`src/rtl/alu_exec_ctrl_pkg.sv`:
```
// Shared definitions for the execute-stage sequencer: opcodes, condition
// codes, NZCV bit positions, FSM encoding and opcode-class helpers.
package alu_exec_ctrl_pkg;

   // Data-processing opcodes
   localparam logic [3:0] OP_AND = 4'h0;
   localparam logic [3:0] OP_EOR = 4'h1;
   localparam logic [3:0] OP_SUB = 4'h2;
   localparam logic [3:0] OP_RSB = 4'h3;
   localparam logic [3:0] OP_ADD = 4'h4;
   localparam logic [3:0] OP_ADC = 4'h5;
   localparam logic [3:0] OP_SBC = 4'h6;
   localparam logic [3:0] OP_RSC = 4'h7;
   localparam logic [3:0] OP_TST = 4'h8;
   localparam logic [3:0] OP_TEQ = 4'h9;
   localparam logic [3:0] OP_CMP = 4'hA;
   localparam logic [3:0] OP_CMN = 4'hB;
   localparam logic [3:0] OP_ORR = 4'hC;
   localparam logic [3:0] OP_MOV = 4'hD;
   localparam logic [3:0] OP_BIC = 4'hE;
   localparam logic [3:0] OP_MVN = 4'hF;

   // Condition codes
   localparam logic [3:0] COND_EQ = 4'h0;
   localparam logic [3:0] COND_NE = 4'h1;
   localparam logic [3:0] COND_CS = 4'h2;
   localparam logic [3:0] COND_CC = 4'h3;
   localparam logic [3:0] COND_MI = 4'h4;
   localparam logic [3:0] COND_PL = 4'h5;
   localparam logic [3:0] COND_VS = 4'h6;
   localparam logic [3:0] COND_VC = 4'h7;
   localparam logic [3:0] COND_HI = 4'h8;
   localparam logic [3:0] COND_LS = 4'h9;
   localparam logic [3:0] COND_GE = 4'hA;
   localparam logic [3:0] COND_LT = 4'hB;
   localparam logic [3:0] COND_GT = 4'hC;
   localparam logic [3:0] COND_LE = 4'hD;
   localparam logic [3:0] COND_AL = 4'hE;
   localparam logic [3:0] COND_NV = 4'hF;

   // Bit positions inside the {N,Z,C,V} nibble
   localparam int N_BIT = 3;
   localparam int Z_BIT = 2;
   localparam int C_BIT = 1;
   localparam int V_BIT = 0;

   typedef enum logic [1:0] {
      IDLE = 2'd0,
      COND = 2'd1,
      EXEC = 2'd2,
      WB   = 2'd3
   } state_t;

   // Compare/test opcodes: never write back, always update flags
   function automatic logic is_cmp_op(input logic [3:0] op);
      return (op[3:2] == 2'b10);
   endfunction

   // Opcodes whose C and V come from the adder
   function automatic logic is_arith_op(input logic [3:0] op);
      return ((op >= OP_SUB) && (op <= OP_RSC)) || (op == OP_CMP) || (op == OP_CMN);
   endfunction

endpackage

```
`src/rtl/alu_exec_ctrl_if.sv`:
```
// Bundle of request, ALU, write-back, flag and statistics signals around
// the execute-stage sequencer.
//
// Request handshake: a request transfers on a rising clk edge where both
// req_valid and req_ready are high. req_ready is high only while the
// sequencer is idle; the request fields are captured on that edge and need
// not be held afterwards. The requester may raise req_valid at any time and
// must keep the fields stable while req_valid is high and req_ready is low.
interface alu_exec_ctrl_if
   import alu_exec_ctrl_pkg::*;
#(
   parameter int DATA_W = 32,
   parameter int CNT_W  = 16
);
   logic              req_valid;
   logic              req_ready;
   logic [3:0]        req_cond;
   logic [3:0]        req_op;
   logic              req_s;
   logic [3:0]        req_rd;
   logic [DATA_W-1:0] req_rn;
   logic [DATA_W-1:0] req_op2;

   logic [DATA_W-1:0] alu_src1;
   logic [DATA_W-1:0] alu_src2;
   logic [3:0]        alu_op;
   logic              alu_c_in;
   logic [DATA_W-1:0] alu_result;
   logic [3:0]        alu_nzcv;

   logic              wb_valid;
   logic [3:0]        wb_rd;
   logic [DATA_W-1:0] wb_data;

   logic              flag_load;
   logic [3:0]        flag_load_data;
   logic [3:0]        flags;

   logic [CNT_W-1:0]  exec_cnt;
   logic [CNT_W-1:0]  skip_cnt;

   state_t            dbg_state;

   // Sequencer side
   modport slave (
      input  req_valid, req_cond, req_op, req_s, req_rd, req_rn, req_op2,
      input  alu_result, alu_nzcv, flag_load, flag_load_data,
      output req_ready, alu_src1, alu_src2, alu_op, alu_c_in,
      output wb_valid, wb_rd, wb_data, flags, exec_cnt, skip_cnt, dbg_state
   );

   // Decode / ALU / register-file side
   modport master (
      output req_valid, req_cond, req_op, req_s, req_rd, req_rn, req_op2,
      output alu_result, alu_nzcv, flag_load, flag_load_data,
      input  req_ready, alu_src1, alu_src2, alu_op, alu_c_in,
      input  wb_valid, wb_rd, wb_data, flags, exec_cnt, skip_cnt, dbg_state
   );

endinterface

```
`src/rtl/alu_exec_ctrl_cond_check.sv`:
```
// Condition-code evaluator: decides whether an instruction with the given
// 4-bit condition executes under the given NZCV flags. Purely combinational.
module alu_exec_ctrl_cond_check
   import alu_exec_ctrl_pkg::*;
(
   input  logic [3:0] cond,
   input  logic [3:0] nzcv,
   output logic       pass
);

   logic n, z, c, v;

   assign n = nzcv[N_BIT];
   assign z = nzcv[Z_BIT];
   assign c = nzcv[C_BIT];
   assign v = nzcv[V_BIT];

   // Condition table lookup
   always_comb begin
      pass = 1'b0;
      case (cond)
         COND_EQ: pass = z;
         COND_NE: pass = !z;
         COND_CS: pass = c;
         COND_CC: pass = !c;
         COND_MI: pass = n;
         COND_PL: pass = !n;
         COND_VS: pass = v;
         COND_VC: pass = !v;
         COND_HI: pass = c && !z;
         COND_LS: pass = !c || z;
         COND_GE: pass = (n == v);
         COND_LT: pass = (n != v);
         COND_GT: pass = !z && (n == v);
         COND_LE: pass = z || (n != v);
         COND_AL: pass = 1'b1;
         default: pass = 1'b0;
      endcase
   end

endmodule

```
`src/rtl/alu_exec_ctrl.sv`:
```
// Execute-stage sequencer: accepts a data-processing request, checks its
// condition against the NZCV register, drives the external ALU for one
// cycle, then issues a one-cycle write-back and updates flags. Also keeps
// saturating executed/skipped instruction counters.
module alu_exec_ctrl
   import alu_exec_ctrl_pkg::*;
#(
   parameter int DATA_W = 32,
   parameter int CNT_W  = 16
)(
   input  logic          clk,
   input  logic          rst,
   alu_exec_ctrl_if.slave bus
);

   state_t            state_q, state_d;

   logic [3:0]        cond_q, op_q, rd_q;
   logic              s_q;
   logic [DATA_W-1:0] rn_q, op2_q;

   logic [DATA_W-1:0] result_q;
   logic [3:0]        nzcv_q;
   logic [DATA_W-1:0] src1_hold, src2_hold;

   logic [3:0]        flags_q;
   logic [CNT_W-1:0]  exec_q, skip_q;

   logic              cond_pass;
   logic              accept;
   logic              capture;
   logic              exec_inc;
   logic              skip_inc;
   logic              ready;
   logic              wb_strobe;
   logic [3:0]        alu_op_d;
   logic              flag_wr;

   alu_exec_ctrl_cond_check u_cond_check (
      .cond (cond_q),
      .nzcv (flags_q),
      .pass (cond_pass)
   );

   assign accept  = (state_q == IDLE) && bus.req_valid;
   assign flag_wr = (state_q == WB) && (s_q || is_cmp_op(op_q));

   // State register
   always_ff @(posedge clk or posedge rst) begin
      if (rst) state_q <= IDLE;
      else     state_q <= state_d;
   end

   // Next-state and per-state control strobes
   always_comb begin
      state_d   = state_q;
      ready     = 1'b0;
      wb_strobe = 1'b0;
      alu_op_d  = OP_AND;
      capture   = 1'b0;
      exec_inc  = 1'b0;
      skip_inc  = 1'b0;
      case (state_q)
         IDLE: begin
            ready = 1'b1;
            if (bus.req_valid) state_d = COND;
         end
         COND: begin
            if (cond_pass) begin
               state_d = EXEC;
            end else begin
               skip_inc = 1'b1;
               state_d  = IDLE;
            end
         end
         EXEC: begin
            alu_op_d = op_q;
            capture  = 1'b1;
            state_d  = WB;
         end
         WB: begin
            wb_strobe = !is_cmp_op(op_q);
            exec_inc  = 1'b1;
            state_d   = IDLE;
         end
         default: state_d = IDLE;
      endcase
   end

   // Request capture on the handshake edge
   always_ff @(posedge clk or posedge rst) begin
      if (rst) begin
         cond_q <= '0;
         op_q   <= '0;
         s_q    <= 1'b0;
         rd_q   <= '0;
         rn_q   <= '0;
         op2_q  <= '0;
      end else if (accept) begin
         cond_q <= bus.req_cond;
         op_q   <= bus.req_op;
         s_q    <= bus.req_s;
         rd_q   <= bus.req_rd;
         rn_q   <= bus.req_rn;
         op2_q  <= bus.req_op2;
      end
   end

   // ALU result capture at the end of EXEC; operands are held afterwards
   always_ff @(posedge clk or posedge rst) begin
      if (rst) begin
         result_q  <= '0;
         nzcv_q    <= '0;
         src1_hold <= '0;
         src2_hold <= '0;
      end else if (capture) begin
         result_q  <= bus.alu_result;
         nzcv_q    <= bus.alu_nzcv;
         src1_hold <= rn_q;
         src2_hold <= op2_q;
      end
   end

   // NZCV register: external load has priority over write-back update
   always_ff @(posedge clk or posedge rst) begin
      if (rst) begin
         flags_q <= '0;
      end else if (bus.flag_load) begin
         flags_q <= bus.flag_load_data;
      end else if (flag_wr) begin
         if (is_arith_op(op_q)) flags_q <= nzcv_q;
         else                   flags_q <= {nzcv_q[N_BIT], nzcv_q[Z_BIT], flags_q[C_BIT], flags_q[V_BIT]};
      end
   end

   // Saturating statistics counters
   always_ff @(posedge clk or posedge rst) begin
      if (rst) begin
         exec_q <= '0;
         skip_q <= '0;
      end else begin
         if (exec_inc && (exec_q != {CNT_W{1'b1}})) exec_q <= exec_q + 1'b1;
         if (skip_inc && (skip_q != {CNT_W{1'b1}})) skip_q <= skip_q + 1'b1;
      end
   end

   assign bus.req_ready = ready;
   assign bus.alu_src1  = (state_q == EXEC) ? rn_q  : src1_hold;
   assign bus.alu_src2  = (state_q == EXEC) ? op2_q : src2_hold;
   assign bus.alu_op    = alu_op_d;
   assign bus.alu_c_in  = flags_q[C_BIT];
   assign bus.wb_valid  = wb_strobe;
   assign bus.wb_rd     = rd_q;
   assign bus.wb_data   = result_q;
   assign bus.flags     = flags_q;
   assign bus.exec_cnt  = exec_q;
   assign bus.skip_cnt  = skip_q;
   assign bus.dbg_state = state_q;

endmodule

```
`src/flat_wrapper.sv`:
```
// flat-port wrapper written by rule: the top's interface ports become plain ports
module alu_exec_ctrl_flat import alu_exec_ctrl_pkg::*;
#(
   parameter int DATA_W = 32,
   parameter int CNT_W  = 16
)
  (clk, rst, bus_req_valid, bus_req_cond, bus_req_op, bus_req_s, bus_req_rd, bus_req_rn, bus_req_op2, bus_alu_result, bus_alu_nzcv, bus_flag_load, bus_flag_load_data, bus_req_ready, bus_alu_src1, bus_alu_src2, bus_alu_op, bus_alu_c_in, bus_wb_valid, bus_wb_rd, bus_wb_data, bus_flags, bus_exec_cnt, bus_skip_cnt, bus_dbg_state);
  alu_exec_ctrl_if #(.DATA_W(DATA_W), .CNT_W(CNT_W)) bus_i ();
  input  logic clk;
  input  logic rst;
  input wire logic [$bits(bus_i.req_valid)-1:0] bus_req_valid;
  input wire logic [$bits(bus_i.req_cond)-1:0] bus_req_cond;
  input wire logic [$bits(bus_i.req_op)-1:0] bus_req_op;
  input wire logic [$bits(bus_i.req_s)-1:0] bus_req_s;
  input wire logic [$bits(bus_i.req_rd)-1:0] bus_req_rd;
  input wire logic [$bits(bus_i.req_rn)-1:0] bus_req_rn;
  input wire logic [$bits(bus_i.req_op2)-1:0] bus_req_op2;
  input wire logic [$bits(bus_i.alu_result)-1:0] bus_alu_result;
  input wire logic [$bits(bus_i.alu_nzcv)-1:0] bus_alu_nzcv;
  input wire logic [$bits(bus_i.flag_load)-1:0] bus_flag_load;
  input wire logic [$bits(bus_i.flag_load_data)-1:0] bus_flag_load_data;
  output wire logic [$bits(bus_i.req_ready)-1:0] bus_req_ready;
  output wire logic [$bits(bus_i.alu_src1)-1:0] bus_alu_src1;
  output wire logic [$bits(bus_i.alu_src2)-1:0] bus_alu_src2;
  output wire logic [$bits(bus_i.alu_op)-1:0] bus_alu_op;
  output wire logic [$bits(bus_i.alu_c_in)-1:0] bus_alu_c_in;
  output wire logic [$bits(bus_i.wb_valid)-1:0] bus_wb_valid;
  output wire logic [$bits(bus_i.wb_rd)-1:0] bus_wb_rd;
  output wire logic [$bits(bus_i.wb_data)-1:0] bus_wb_data;
  output wire logic [$bits(bus_i.flags)-1:0] bus_flags;
  output wire logic [$bits(bus_i.exec_cnt)-1:0] bus_exec_cnt;
  output wire logic [$bits(bus_i.skip_cnt)-1:0] bus_skip_cnt;
  output wire logic [$bits(bus_i.dbg_state)-1:0] bus_dbg_state;
  assign bus_i.req_valid = bus_req_valid;
  assign bus_i.req_cond = bus_req_cond;
  assign bus_i.req_op = bus_req_op;
  assign bus_i.req_s = bus_req_s;
  assign bus_i.req_rd = bus_req_rd;
  assign bus_i.req_rn = bus_req_rn;
  assign bus_i.req_op2 = bus_req_op2;
  assign bus_i.alu_result = bus_alu_result;
  assign bus_i.alu_nzcv = bus_alu_nzcv;
  assign bus_i.flag_load = bus_flag_load;
  assign bus_i.flag_load_data = bus_flag_load_data;
  assign bus_req_ready = bus_i.req_ready;
  assign bus_alu_src1 = bus_i.alu_src1;
  assign bus_alu_src2 = bus_i.alu_src2;
  assign bus_alu_op = bus_i.alu_op;
  assign bus_alu_c_in = bus_i.alu_c_in;
  assign bus_wb_valid = bus_i.wb_valid;
  assign bus_wb_rd = bus_i.wb_rd;
  assign bus_wb_data = bus_i.wb_data;
  assign bus_flags = bus_i.flags;
  assign bus_exec_cnt = bus_i.exec_cnt;
  assign bus_skip_cnt = bus_i.skip_cnt;
  assign bus_dbg_state = bus_i.dbg_state;
  alu_exec_ctrl #(.DATA_W(DATA_W), .CNT_W(CNT_W)) u_core (.clk(clk), .rst(rst), .bus(bus_i));
endmodule
```
`config.mk`:
```
export PLATFORM = sky130hd
export DESIGN_NAME = alu_exec_ctrl_flat
export DESIGN_NICKNAME = d
export VERILOG_FILES = /design/src/rtl/alu_exec_ctrl_pkg.sv /design/src/rtl/alu_exec_ctrl_if.sv /design/src/rtl/alu_exec_ctrl_cond_check.sv /design/src/rtl/alu_exec_ctrl.sv /design/src/flat_wrapper.sv
export SDC_FILE = /design/constraint.sdc
export NUM_CORES = 1
export LEC_CHECK = 0
export BUFFER_PORTS_ARGS = -buffer_cell sky130_fd_sc_hd__buf_2
export CAP_MARGIN = 40
export CORE_ASPECT_RATIO = 0.7
export CORE_MARGIN = 1.5
export CORE_UTILIZATION = 55
export DETAILED_ROUTE_END_ITERATION = 8
export PLACE_DENSITY_LB_ADDON = 0.3
export SYNTH_ARGS = -nofsm -noshare
export SYNTH_HDL_FRONTEND = slang
export SYNTH_SLANG_ARGS = --single-unit
```
`constraint.sdc`:
```
create_clock -name clk -period 11.6 [get_ports clk]
set_input_delay 0.58 -clock clk [delete_from_list [all_inputs] [get_ports clk]]
set_output_delay 0.58 -clock clk [all_outputs]
set_load 0.01 [all_outputs]
```
======== Yosys cells after proc, flatten, opt, wreduce, memory -nomap -nowiden ========
Cells that the tools add are included.
word-level totals
  bits in registers ....................... 215
  word-level logic and storage cells ...... 82
  output and inout bits ................... 145
  bits of input ports ..................... 121
cells by class
  eq/ne operators ......................... 25
  magnitude comparators ................... 2
  $add $sub $neg .......................... 2
  reduce and logical (&&, ||, !) cells .... 22
  mux-type cells .......................... 16
operators with widths
  kind                                                                    count
  32-bit two-way mux                                                      2
  4-bit == test (second input constant)                                   9
  16-bit by 1-bit adder with 16-bit output (second input constant)        2
  16-bit != test (second input constant)                                  2
  4-bit by 3-bit == test with 1-bit output (second input constant)        4
  1-bit case mux with 15 select lines                                     1
  4-bit two-way mux                                                       3
  4-bit by 2-bit == test with 1-bit output (second input constant)        2
  2-bit case mux with 4 select lines                                      1
  1-bit logical AND                                                       7
  2-bit == test (second input constant)                                   3
  1-bit two-way mux                                                       6
  2-bit two-way mux                                                       3
  1-bit logical NOT                                                       5
  1-bit logical OR                                                        5
  4-bit by 1-bit == test with 1-bit output (second input constant)        1
  4-bit by 2-bit >= comparator with 1-bit output (second input constant)  1
  4-bit by 3-bit <= comparator with 1-bit output (second input constant)  1
  4-bit logical NOT                                                       1
  2-bit nonzero test                                                      2
  2-bit by 1-bit == test with 1-bit output (second input constant)        1
  2-bit logical NOT                                                       1
  2-bit != test (second input constant)                                   1
  2-bit AND reduction                                                     1
  other kinds (2)                                                         2

======== Logic depth before layout (Yosys ltp) ========
  word-level depth ........................ 7
  mapped depth ............................ 7
  gate-level depth less buffers ........... 6

======== Modules after synthesis ========
Synthesis repeated with hierarchy kept, for this count alone.
unflattened totals
  cells, all modules ...................... 599
  area, all modules ....................... 8728.4 um^2
by module, submodules not included
  module                    instances  sequential area each (um^2)  area each (um^2)  cells an instance
  alu_exec_ctrl             1          5380.2                       8534.4            571
  alu_exec_ctrl_cond_check  1          0.0                          193.9             28

======== Worst setup path before layout ========
Ideal clock, no wire load.
  path kind ............................... flip-flop to output port
  start point ............................. register (tool-made name)
  end point ............................... output bus_alu_src1[10]
  required time ........................... 11.020 ns
  stages on the path, launching flop included .. 6
  path buffers ............................ 3
  slack ................................... 9.197 ns
  data arrival time ....................... 1.823 ns
  cells stage by stage .................... dfrtp_1 > nor2b_1 > clkbuf_1 > clkbuf_1 > clkbuf_1 > mux2_2
RTL lines
  element           line                source
  end: declaration  flat_wrapper.sv:23  output wire logic [$bits(bus_i.alu_src1)-1:0] bus_alu_src1;

==> reports/metrics.yaml <==
status: "complete, no violations"
clk_latency_ns: 0.50
place_ws_ns: 9.094
hold_viol: 0
root_buffer: "clkbuf_16"
syn_avg_cell_area_um2: 14.82
via_per_inst: 5.352
postCtsSetupBuffers: 0
fin_util_pct: 70.93
p_seq_share_pct: 40.5
muxShareOfSynthArea_pct: 24.15
cp.arrival_ns: 2.30
p_clk_share_pct: 22.2
rows: 38
fin_crit_ns: 2.881
worst_ep_required_time_ns: 11.02
ctsResizeCount: 0
cts_tree: "yes"
critPathCaptureType: "output pin"
wl_per_cell_um: 17.92
synth_cell_types: 47
htreeDepth: 1
crit_chain: "nor2b_4 -> buf_4 -> mux2_2 -> buf_2"
start_util_pct: 56.42
antenna_left: 0
fin_nets: 977
power_w: 0.003144
synth_top_family_by_area: "multiplexers"
drv_slew: 0
cts.path.max_buffers: 3
yosys-top-cells-area: "dfrtp_1 (62%), mux2_2 (23%), xor2_1 (1.6%)"
dp_hpwl_um: 13710
slowest_delay_ns: 0.55
synth-simple-area-share_pct: 7.698
critPathLaunchType: "flop"
ir_drop_uv: 190.4
slew_headroom_pct: 39.30
grt_pass1_vias: 5969
synth_xor_area_share_pct: 2.804
hp-class: "primary input to async pin"
clkTransAtPathRegs_ns: 0.06
syn_nets: 713
rsz0062_at_grt: "no"
synth_common_cells: "dfrtp_1 (215), mux2_2 (181), nand2_1 (18)"
p_leak_nw: 5.203
worst-path-max-fanout: 54
io_buffers: 265
layout_setup_ws_ns: 8.719
grt_max_degree: 133
maxCapViolCount: 0
timing.fmax_mhz: 347.1
p_per_area_nw_per_um2: 286.0
grt_remaining_overflow: 0
track_usage_pct: 22.84
n_antenna_cell: 0
synth_edf_count: 0
power_frac_comb_pct: 37.3
die_x_um: 153.7
timing.final.crit_share_pct: 24.84
antenna_found_initial: 1
drive_gt1_share_pct: 57.72
syn-cell-area_um2: 8745
crit_slowest_cell: "buf_4"
synthArstFlopShare_pct: 100.0
routed_wl_um: 19140
yosysTopAreaCellShare_pct: 61.53
grt_pass1_wl_um: 30190
hold_buffers: 0
drtIter0Drc: 293
ioPinCount: 266
synth_cells: 590
p_int_w: 0.002108
fin_tns_setup_ns: 0
cts_sinks: 215
gp_congestion: 0.8336
switchingPower_w: 0.001036
drt_pre_antenna_iters: 4
die-area_um2: 16680
switching_share_pct: 32.96
synth_compound_area_share_pct: 1.717
skew_ns: 0.009785
vias: 5716
die_h_um: 108.5
area_delta_synth_final_pct: 25.73
tightest_slew_ns: 0.9105
setup_viol: 0
synth_fa_ha_area_share_pct: 0.2862
synth.ff_latch_count: 215
synthFlopType: "dfrtp_1"
cts_made_buffers: 21
coreArea_um2: 15500
nFillCells: 1074
yosysMostFrequentCell: "dfrtp_1"
drc: 0
ys_seq_area_share_pct: 61.53
ys_warn_count: 0
critPathKind: "flop to output pin"
synth_area_leader_cell: "dfrtp_1"
state kept, by name, indices dropped and copies added, names as in the netlist, named ones only:
register              flops
u_core.rn_q              32
u_core.bus.flags          4
u_core.bus.dbg_state      1
u_core.op_q               4
u_core.src2_hold         32
u_core.nzcv_q             4
u_core.op2_q             32
u_core.cond_q             4
u_core.bus.exec_cnt      16
u_core.bus.skip_cnt      16
u_core.s_q                1
u_core.src1_hold         32
u_core.bus.wb_rd          4
u_core.bus.wb_data       32
placed cells by master, fill, tap and decap left out, types with 6 or more instances in the layout:
master     count
and2_1         6
buf_2        265
clkbuf_16     21
dfrtp_1      215
mux2_2       181
nand2_1       18
nand3_1       11
nand4_1        8
nor2_1        13
nor4_2         8
o21ai_0        6
xnor2_1       12
xor2_1        16
metal layers:
| metal | up-vias | wire length, um | GRT usage [%] |
|---|---|---|---|
| met2 | 197 | 9480 | 38.78 |
| li1 | 2631 | - | - |
| met3 | 36 | 1415 | 7.014 |
| met5 | - | 12 | 0 |
| met4 | 2 | 457 | 6.588 |
| met1 | 2850 | 7777 | 28.54 |
layout make-up:
type	instances	area, um2	share of cell area [%]
flip-flops and latches	215	5380	48.94
multi-input cells	341	3216	29.25
repair buffers	272	1423	12.94
clock buffers	29	585.6	5.326
well taps	200	250.2	2.276
clock inverters	8	121.4	1.104
inverters	3	18.77	0.1707
metrics by stage:
stage	cells	hold WS [ns]	area (um2)
after floorplan	590	0.4721	8745
after global placement	1028	0.4772	10220
after detailed placement	1031	0.4844	10290
after CTS	1068	0.2833	10990
after global routing	1068	0.2901	10990
final	1068	0.2862	10990
path summary, 6_finish.rpt:
| kind | to | cells past startpoint | start | slack [ns] |
|---|---|---|---|---|
| setup / recovery | bus_alu_src2[3] | 4 | flop | 8.72 |
| max in group asynchronous | u_core.rn_q[3] | 4 | rst | 10.11 |
| setup reg to reg | u_core.bus.skip_cnt[1] | 5 | u_core.cond_q[2] | 9.08 |
| min in group clk | u_core.bus.flags[2] | 3 | bus_flag_load_data[2] | 0.29 |
| hold reg to reg | u_core.src2_hold[10] | 1 | u_core.src2_hold[10] | 0.49 |
| hold / removal | u_core.bus.skip_cnt[3] | 2 | rst | 0.29 |
power groups by stage:
stage | sequential, W | combinational [W] | clock (W)
after floorplan | 0.00127 | 0.000760 | 0
after global placement | 0.00125 | 0.00112 | 0
after detailed placement | 0.00129 | 0.00118 | 0
after CTS | 0.00127 | 0.00119 | 0.000714
after global routing | 0.00131 | 0.00127 | 0.000742
final | 0.00127 | 0.00117 | 0.000700
worst max-delay path: cells and delay by family (launching register included):
family,cells,cell delay (ns)
buffers and inverters,2,0.70
flip-flops,1,0.44
multiplexers,1,0.43
AND/OR/NAND/NOR,1,0.18
cells by family (layout without fill, tap and decap cells):
logic type / Yosys count / after routing
DFF: 215 / 215
buffers and inverters: 34 / 312
xor gates and xnor gates: 28 / 28
muxes: 188 / 188
adders and majority gates: 2 / 2
and+or+nand+nor: 103 / 103
AOI/OAI and AO/OA: 20 / 20
(Power assumes the default switching activity.)
